### src/rtl/fade_pkg.sv
// Shared types and step arithmetic for the RGB fade engine.
package fade_pkg;

  typedef enum logic {
    IDLE   = 1'b0,
    FADING = 1'b1
  } state_t;

  // Working width for the step arithmetic; comfortably wider than any duty value.
  localparam int unsigned CALC_W = 32;

  // Move cur toward tgt by at most step counts, landing exactly on tgt rather than past it.
  function automatic logic [CALC_W-1:0] sat_step(input logic [CALC_W-1:0] cur,
                                                 input logic [CALC_W-1:0] tgt,
                                                 input logic [CALC_W-1:0] step);
    logic [CALC_W-1:0] diff;
    diff     = '0;
    sat_step = cur;
    if (cur < tgt) begin
      diff     = tgt - cur;
      sat_step = cur + ((diff < step) ? diff : step);
    end else if (cur > tgt) begin
      diff     = cur - tgt;
      sat_step = cur - ((diff < step) ? diff : step);
    end
  endfunction

endpackage

### src/rtl/fade_channel.sv
// One colour channel: latched target, current duty value and the per-step update.
module fade_channel
  import fade_pkg::*;
#(
  parameter int unsigned W       = 11,
  parameter int unsigned MAX_VAL = 1199,
  parameter int unsigned STEP    = 8
) (
  input  logic         clk,
  input  logic         rst_n,
  input  logic         load_i,      // latch a new target (handshake accept)
  input  logic         step_i,      // apply one step toward the target
  input  logic [W-1:0] tgt_i,
  output logic [W-1:0] cur_o,
  output logic         load_eq_o,   // clamped incoming target equals current value
  output logic         at_tgt_o     // value after the next step equals the target
);

  localparam logic [W-1:0] MAX_W = W'(MAX_VAL);

  logic [W-1:0] tgt_q;
  logic [W-1:0] cur_q;
  logic [W-1:0] cur_d;
  logic [W-1:0] tgt_clamped;

  assign tgt_clamped = (tgt_i > MAX_W) ? MAX_W : tgt_i;
  assign cur_d       = W'(sat_step(32'(cur_q), 32'(tgt_q), 32'(STEP)));

  assign cur_o     = cur_q;
  assign load_eq_o = (tgt_clamped == cur_q);
  assign at_tgt_o  = (cur_d == tgt_q);

  // Target latches on accept; the current value only moves on step events.
  always_ff @(posedge clk or negedge rst_n) begin
    if (!rst_n) begin
      tgt_q <= '0;
      cur_q <= '0;
    end else begin
      if (load_i) tgt_q <= tgt_clamped;
      if (step_i) cur_q <= cur_d;
    end
  end

endmodule

### src/rtl/rgb_fade_engine.sv
// RGB fade engine: accepts target colours and ramps three PWM duty values toward them.
// Handshake: a target is taken on a rising edge where tgt_valid && tgt_ready;
// tgt_ready is high exactly while idle, and tgt_valid may drop at any time without effect.
module rgb_fade_engine
  import fade_pkg::*;
#(
  parameter  int unsigned PWM_INTERVAL    = 1200,
  parameter  int unsigned STEP            = 8,
  parameter  int unsigned FRAMES_PER_STEP = 4,
  localparam int unsigned W               = $clog2(PWM_INTERVAL)
) (
  input  logic         clk,
  input  logic         rst_n,
  input  logic         tgt_valid,
  output logic         tgt_ready,
  input  logic [W-1:0] tgt_r,
  input  logic [W-1:0] tgt_g,
  input  logic [W-1:0] tgt_b,
  output logic [W-1:0] r_pwm,
  output logic [W-1:0] g_pwm,
  output logic [W-1:0] b_pwm,
  output logic         busy,
  output logic         done,
  output state_t       dbg_state_o
);

  localparam int unsigned  MAX_VAL    = PWM_INTERVAL - 1;
  localparam logic [W-1:0] FRAME_LAST = W'(PWM_INTERVAL - 1);
  localparam int unsigned  DW         = (FRAMES_PER_STEP > 1) ? $clog2(FRAMES_PER_STEP) : 1;
  localparam logic [DW-1:0] DIV_LAST  = DW'(FRAMES_PER_STEP - 1);

  state_t        state_q;
  logic          busy_q;
  logic          done_q;
  logic [W-1:0]  frame_q;
  logic [W-1:0]  frame_d;
  logic [DW-1:0] div_q;
  logic [DW-1:0] div_d;

  logic frame_tick;
  logic step_evt;
  logic accept;
  logic step_en;
  logic [2:0] load_eq;
  logic [2:0] at_tgt;

  assign frame_tick = (frame_q == FRAME_LAST);
  assign step_evt   = frame_tick && (div_q == DIV_LAST);
  assign tgt_ready  = (state_q == IDLE);
  assign accept     = tgt_valid && tgt_ready;
  assign step_en    = (state_q == FADING) && step_evt;

  assign busy        = busy_q;
  assign done        = done_q;
  assign dbg_state_o = state_q;

  // Next frame count and step divider; a new target restarts the divider phase.
  always_comb begin
    frame_d = frame_tick ? '0 : frame_q + W'(1);
    div_d   = div_q;
    if (accept) begin
      div_d = '0;
    end else if (frame_tick) begin
      div_d = (div_q == DIV_LAST) ? '0 : div_q + DW'(1);
    end
  end

  // Free-running frame counter and frame divider.
  always_ff @(posedge clk or negedge rst_n) begin
    if (!rst_n) begin
      frame_q <= '0;
      div_q   <= '0;
    end else begin
      frame_q <= frame_d;
      div_q   <= div_d;
    end
  end

  // Control FSM with registered busy and single-cycle done.
  always_ff @(posedge clk or negedge rst_n) begin
    if (!rst_n) begin
      state_q <= IDLE;
      busy_q  <= 1'b0;
      done_q  <= 1'b0;
    end else begin
      done_q <= 1'b0;
      case (state_q)
        IDLE: begin
          if (tgt_valid) begin
            if (&load_eq) begin
              done_q <= 1'b1;
            end else begin
              state_q <= FADING;
              busy_q  <= 1'b1;
            end
          end
        end
        FADING: begin
          if (step_evt && (&at_tgt)) begin
            state_q <= IDLE;
            busy_q  <= 1'b0;
            done_q  <= 1'b1;
          end
        end
        default: state_q <= IDLE;
      endcase
    end
  end

  fade_channel #(.W(W), .MAX_VAL(MAX_VAL), .STEP(STEP)) u_red (
    .clk       (clk),
    .rst_n     (rst_n),
    .load_i    (accept),
    .step_i    (step_en),
    .tgt_i     (tgt_r),
    .cur_o     (r_pwm),
    .load_eq_o (load_eq[0]),
    .at_tgt_o  (at_tgt[0])
  );

  fade_channel #(.W(W), .MAX_VAL(MAX_VAL), .STEP(STEP)) u_green (
    .clk       (clk),
    .rst_n     (rst_n),
    .load_i    (accept),
    .step_i    (step_en),
    .tgt_i     (tgt_g),
    .cur_o     (g_pwm),
    .load_eq_o (load_eq[1]),
    .at_tgt_o  (at_tgt[1])
  );

  fade_channel #(.W(W), .MAX_VAL(MAX_VAL), .STEP(STEP)) u_blue (
    .clk       (clk),
    .rst_n     (rst_n),
    .load_i    (accept),
    .step_i    (step_en),
    .tgt_i     (tgt_b),
    .cur_o     (b_pwm),
    .load_eq_o (load_eq[2]),
    .at_tgt_o  (at_tgt[2])
  );

endmodule

### config.mk
export PLATFORM = sky130hd
export DESIGN_NAME = rgb_fade_engine
export DESIGN_NICKNAME = d
export VERILOG_FILES = /design/src/rtl/fade_pkg.sv /design/src/rtl/fade_channel.sv /design/src/rtl/rgb_fade_engine.sv
export SDC_FILE = /design/constraint.sdc
export NUM_CORES = 1
export LEC_CHECK = 0
export ABC_AREA = 1
export BUFFER_PORTS_ARGS = -buffer_cell sky130_fd_sc_hd__buf_2
export CAP_MARGIN = 20
export CORE_MARGIN = 4
export CORE_UTILIZATION = 58
export DETAILED_ROUTE_END_ITERATION = 8
export GPL_TIMING_DRIVEN = 0
export PLACE_DENSITY_LB_ADDON = 0.1
export RECOVER_POWER = 100
export SYNTH_ARGS = -nofsm -noshare
export SYNTH_HDL_FRONTEND = slang
export SYNTH_SLANG_ARGS = --single-unit
### constraint.sdc
create_clock -name clk -period 4.7 [get_ports clk]
set_input_delay 0.47 -clock clk [delete_from_list [all_inputs] [get_ports clk]]
set_output_delay 0.47 -clock clk [all_outputs]
set_load 0.01 [all_outputs]
# Word level (Yosys, flattened, before mapping)
# Index checks and enable logic that the tools add are counted.
# totals
ff_bits	82
elab_cells	91
inputBits	36
output_inout_bits	37
# classes
mux	31
eq_ne	11
n_bitwise	1
n_lt_le_gt_ge	15
reduce_logical	8
addsub	14
# ops
operator	count
$lt A32 B4 Y1 const B	6
$mux W11	16
$sub A11 B11 Y12	6
$eq A11 B11 Y1	6
$add A11 B11 Y11	3
$gt A11 B11 Y1	3
$gt A11 B11 Y1 const B	3
$lt A11 B11 Y1	3
$sub A11 B11 Y11	3
$add A11 B1 Y11 const B	1
$eq A11 B11 Y1 const B	1
$mux W1	9
$reduce_and A3 Y1	3
$mux W2	3
$pmux W1 S2	3
$logic_and A1 B1 Y1	4
$ne A2 B2 Y1 const B	2
$add A2 B1 Y2 const B	1
$eq A2 B2 Y1 const B	1
$ne A2 B1 Y1 const B	1
$reduce_bool A2 Y1	1
$not A1 Y1	1

# Depth between registers and ports, before layout
# logic_depth
ltp_word	11
ltp_mapped	41
ltp_nobuf	40

# Cells and area by module
# Synthesis repeated with hierarchy kept, for this count alone.
# unflattened
cells_unflattened	1975
hier_area_um2	12144.1
# modules_own_cells
module	area_each_um2	n_inst	cells_each	seq_area_each_um2
fade_channel at u_green	3767.4	1	626	550.5
fade_channel at u_red	3744.8	1	623	550.5
fade_channel at u_blue	3739.8	1	618	550.5
rgb_fade_engine	892.1	1	108	400.4

# Least setup slack after synthesis
# Ideal clock, no wire load.
# synth_path
path_kind	reg-to-reg
from	register u_green.cur_q[0] (netlist: u_green.cur_o[0])
to	register busy_q (netlist: busy)
arrival_time_ns	4.283
path_buffers	0
setup_time_ns	0.117
slack_ns	0.300
required_ns	4.583
stages_incl_launch_ff	37
period_less_slack_ns	4.400
cell_sequence	dfrtp_1 -> inv_1 -> ha_1 -> inv_1 -> fa_1 -> nand3_1 -> nand2_1 -> nand2_2 -> nand2_2 -> nand2_1 -> nand2_1 -> nor2_1 -> nand2_1 -> nor3b_1 -> nand2_1 -> fa_1 -> nand3_1 -> nand2_1 -> or2_2 -> nand3_1 -> nand3_1 -> nand3_1 -> inv_1 -> nor2_1 -> nand3_1 -> nor2_1 -> nand3_1 -> nor2_1 -> nand2_1 -> nor2_1 -> nand3_1 -> nor2_1 -> nand3_1 -> nor2_2 -> nand3_1 -> nand2_1 -> nand2_1
# synth_via
elab_chain_cells	11
word_cells_on_any_way	20
classes_between	add/sub (4); order compare (4); eq/ne (4); mux (4); reduce/logical (4)
# synth_lines
element	line	rtl
start: declaration	fade_channel.sv:22	logic [W-1:0] cur_q;
start signal: assignment	fade_channel.sv:40	if (step_i) cur_q <= cur_d;
$sub A11 B11 Y12	fade_pkg.sv:23	diff = cur - tgt;
$lt A32 B4 Y1	fade_pkg.sv:24	sat_step = cur - ((diff < step) ? diff : step);
$mux W11	fade_pkg.sv:24	
$sub A11 B11 Y11	fade_pkg.sv:24	
$mux W11	fade_pkg.sv:22	end else if (cur > tgt) begin
$mux W11	fade_pkg.sv:19	if (cur < tgt) begin
$eq A11 B11 Y1	fade_channel.sv:31	assign at_tgt_o = (cur_d == tgt_q);
$reduce_and A3 Y1	rgb_fade_engine.sv:99	if (step_evt && (&at_tgt)) begin
$logic_and A1 B1 Y1	rgb_fade_engine.sv:99	
$ne A2 B1 Y1 (no line)	--	
$reduce_and A3 Y1 (no line) (*)	--	
end signal: assignment	rgb_fade_engine.sv:83	busy_q <= 1'b0;
end signal: assignment	rgb_fade_engine.sv:94	busy_q <= 1'b1;
end signal: assignment	rgb_fade_engine.sv:101	busy_q <= 1'b0;
end: declaration	rgb_fade_engine.sv:33	logic busy_q;
# Every way passes the cells marked *; elsewhere a longest branch is shown, timed or not.
# A chain may end at the register's enable or synchronous reset.

# Worst setup path after layout
# layout_path
from	register u_blue.cur_q[0] (netlist: u_blue.cur_o[0])
to	register u_blue.cur_q[8] (netlist: u_blue.cur_o[8])
# layout_via
elab_chain_cells	6
word_cells_on_any_way	12
classes_between	add/sub (4); order compare (4); mux (4)
# layout_lines
element	line
start: declaration	fade_channel.sv:22
start signal: assignment	fade_channel.sv:40
$sub A11 B11 Y12	fade_pkg.sv:23
$lt A32 B4 Y1	fade_pkg.sv:24
$mux W11	fade_pkg.sv:24
$sub A11 B11 Y11	fade_pkg.sv:24
$mux W11	fade_pkg.sv:22
$mux W11 (*)	fade_pkg.sv:19
# Marked as above.

==> flow_metrics.tcl <==
set metrics [dict create \
    status "finished, violations left" \
    violations "capacitance limit, slew limit, setup timing" \
    clk_latency_ps 350 \
    leakage_nw 8.21 \
    cp.arrival_ps 5110 \
    cts_tree "built" \
    post-route-min-period_ps 4830 \
    finalNetCount 2453 \
    hold_violations 0 \
    final_cells 2558 \
    crit_required_ps 4980 \
    dr_total_vias 15200 \
    yosys_warnings 0 \
    yosysUniqueCellTypes 56 \
    place_congestion 1.05 \
    cp-end-kind "flip-flop" \
    slew_viol_final 62 \
    grt_max_degree 62 \
    drc_errors 0 \
    cp_top_family "simple AND/OR/NAND/NOR gates" \
    avgSynthCellArea_sq_um 5.97 \
    area_growth_syn_to_layout_pct 26.0 \
    vdd_ir_drop_max_v 0.000179 \
    pre_cts_ws_ps -750 \
    maxCapViolCount 1 \
    cp_max_fo 7 \
    powerDensity_nw_per_um2 336 \
    grt.total_usage_pct 37.1 \
    r2r_start "u_blue.cur_o[0]" \
    synthFlopType "dfrtp_1" \
    grt_pass1_wl_microns 70400 \
    drt_iter0_drc 1764 \
    clk_pin_slew_ps 70 \
    diodes 0 \
    path_common_cell "buf_4" \
    cts_hold_buf 0 \
    seq_area_frac_synth_pct 16.8 \
    rsz0062_at_grt "yes" \
    cts_max_level 3 \
    clk_path_buf_depth 2 \
    hold_class "primary input to async pin" \
    layout_commonest_cell "nand2_1" \
    dp_hpwl_microns 35400 \
    drive_above_1_share_pct 24.0 \
    max_stage_delay_ps 400 \
    cts_root_buf "clkbuf_16" \
    grt_pass1_vias 13700 \
    die_area_sq_um 23400 \
    post-route-period-util_pct 103 \
    antenna_found_initial 0 \
    drt_pre_antenna_iters 6 \
    port_buffers 72 \
    die-width_microns 153 \
    synth_cells 2047 \
    dp.cells 2424 \
    slew_headroom_pct -94.5 \
    cp-start-kind "flip-flop" \
    die-height_microns 153 \
    skew_ps 7.82 \
    r2r_slack_ps -130 \
    clock-sinks 82 \
    worst_slew_pin_slew_ps 2920 \
    cp_num_buf_inv 13 \
    synthArstFlopShare_pct 100 \
    fin_ws_ps -133 \
    core_area_sq_um 20500 \
    wl_per_cell_microns 18.6 \
    r2r_cells 33 \
    rows 52 \
    ant_nets 0 \
    synth-edff-count 0 \
    max_freq_ghz 0.207 \
    grt_overflow_total 0 \
    finalWirelength_microns 47600 \
    io_pins 73 \
    final-setup-viol-count 3 \
    initial_utilization_pct 59.6 \
    cts_buffers 9 \
    crit_type "flip-flop to flip-flop" \
    r2r-end "u_blue.cur_o[8]" \
    synth_seq_cells 82 \
    layout_common_cells "625 x nand2_1, 249 x inv_1, 191 x nand3_1" \
    syn_area_sq_um 12200 \
    viasPerCell 5.94 \
    crit_slowest_cell "dfrtp_2" \
]
==> registers in the layout, summed over array words and instances (netlist names) <==
name,flops
u_red.cur_o,11
frame_q,11
dbg_state_o,1
u_green.tgt_q,11
u_red.tgt_q,11
div_q,2
busy,1
u_blue.tgt_q,11
done,1
u_blue.cur_o,11
u_green.cur_o,11
==> cells in the mapped netlist, types with 6 or more instances <==
master / instances / area, sq um
nor2_2: 20 / 125
nand3_2: 10 / 100
fa_1: 12 / 240
o2111ai_1: 8 / 70.1
ha_1: 122 / 1530
a21oi_1: 93 / 465
o21ai_0: 97 / 485
buf_2: 8 / 40.0
nor2_1: 137 / 514
nand4_1: 36 / 225
nand3b_1: 9 / 67.6
inv_1: 279 / 1050
o21bai_1: 13 / 97.6
nor4_1: 6 / 37.5
nand2_2: 19 / 119
dfrtp_1: 82 / 2050
clkbuf_1: 14 / 52.6
nand3_1: 217 / 1090
nor3_1: 16 / 80.1
xnor2_1: 16 / 140
o21ai_1: 14 / 70.1
inv_2: 22 / 82.6
buf_4: 6 / 45.0
nand2_1: 687 / 2580
xor2_1: 31 / 272
==> worst reg2reg max path: cells and delay by family (launching register included) <==
| family | cells | cell delay (ps) |
|---|---|---|
| simple gates | 15 | 1660 |
| fa+ha+maj | 3 | 850 |
| compound gates | 1 | 110 |
| xor+xnor | 1 | 150 |
| buf+inv | 13 | 1590 |
| flops | 1 | 400 |
==> worst max path at each step <==
stage | from | endpoint | slack (ps) | cells past startpoint
after CTS | u_red.cur_o[0] | busy | 0.3 | 35
after global placement | u_red.cur_o[9] | busy | -720 | 33
after detailed placement | u_red.cur_o[9] | busy | -750 | 33
after floorplan | u_green.cur_o[0] | busy | 300 | 36
after global routing | u_blue.cur_o[0] | busy | -400 | 38
final | u_blue.cur_o[0] | u_blue.cur_o[8] | -130 | 33
==> repair_timing <==
| action | in CTS | in global routing |
|---|---|---|
| setup buffers | 64 | 54 |
| setup endpoints to repair | 3 | 4 |
| resized for setup | 139 | 190 |
| pin swaps | 32 | 108 |
==> metal layers <==
metal,vias up,GRT usage (%),wire length (microns)
li1,7052,-,-
met1,6956,47.9,18300
met2,972,59.7,21300
met3,224,7.32,4990
met4,0,17.6,3000
met5,-,0,0
==> area by class of cell <==
type / instances / area, sq um
timing repair buffer: 191 / 1220
fill: 1736 / 5110
clock inverter: 6 / 111
inverter: 305 / 1170
multi-input combinational: 1665 / 10000
tap: 270 / 338
buffer: 29 / 173
clock buffer: 10 / 239
sequential: 82 / 2100
==> logic make-up after synthesis <==
group                      Yosys count  share of synthesized area (%)
AOI/OAI and AO/OA                  263                           12.1
xor gates and xnor gates            49                           3.64
other                                2                         0.0615
buffers and inverters              334                           10.6
DFF                                 82                           16.8
and+or+nand+nor                   1183                           42.3
adders and majority gates          134                           14.5
==> stage by stage <==
| stage | power, W | setup TNS [ps] | area, sq um | util (%) | hold slack (ps) |
|---|---|---|---|---|---|
| 2_1_floorplan | 0.00281 | 0 | 12300 | - | 174 |
| 3_3_place_gp | 0.00355 | -1990 | 13000 | 63.6 | 454 |
| 3_5_place_dp | 0.00359 | -2070 | 13100 | 63.8 | 391 |
| 4_1_cts | 0.00464 | 0 | 14300 | 70.0 | 18.5 |
| 5_1_grt | 0.00549 | -1600 | 15400 | 75.1 | 400 |
| 6_report | 0.00517 | -229 | 15400 | 75.1 | 347 |
==> report_power, final <==
| part | internal (W) | switching (W) |
|---|---|---|
| combinational | 0.00116 | 0.00218 |
| sequential | 0.000806 | 0.000174 |
| clock | 0.000535 | 0.000315 |
Note: power is estimated with default switching activity, not from simulation.
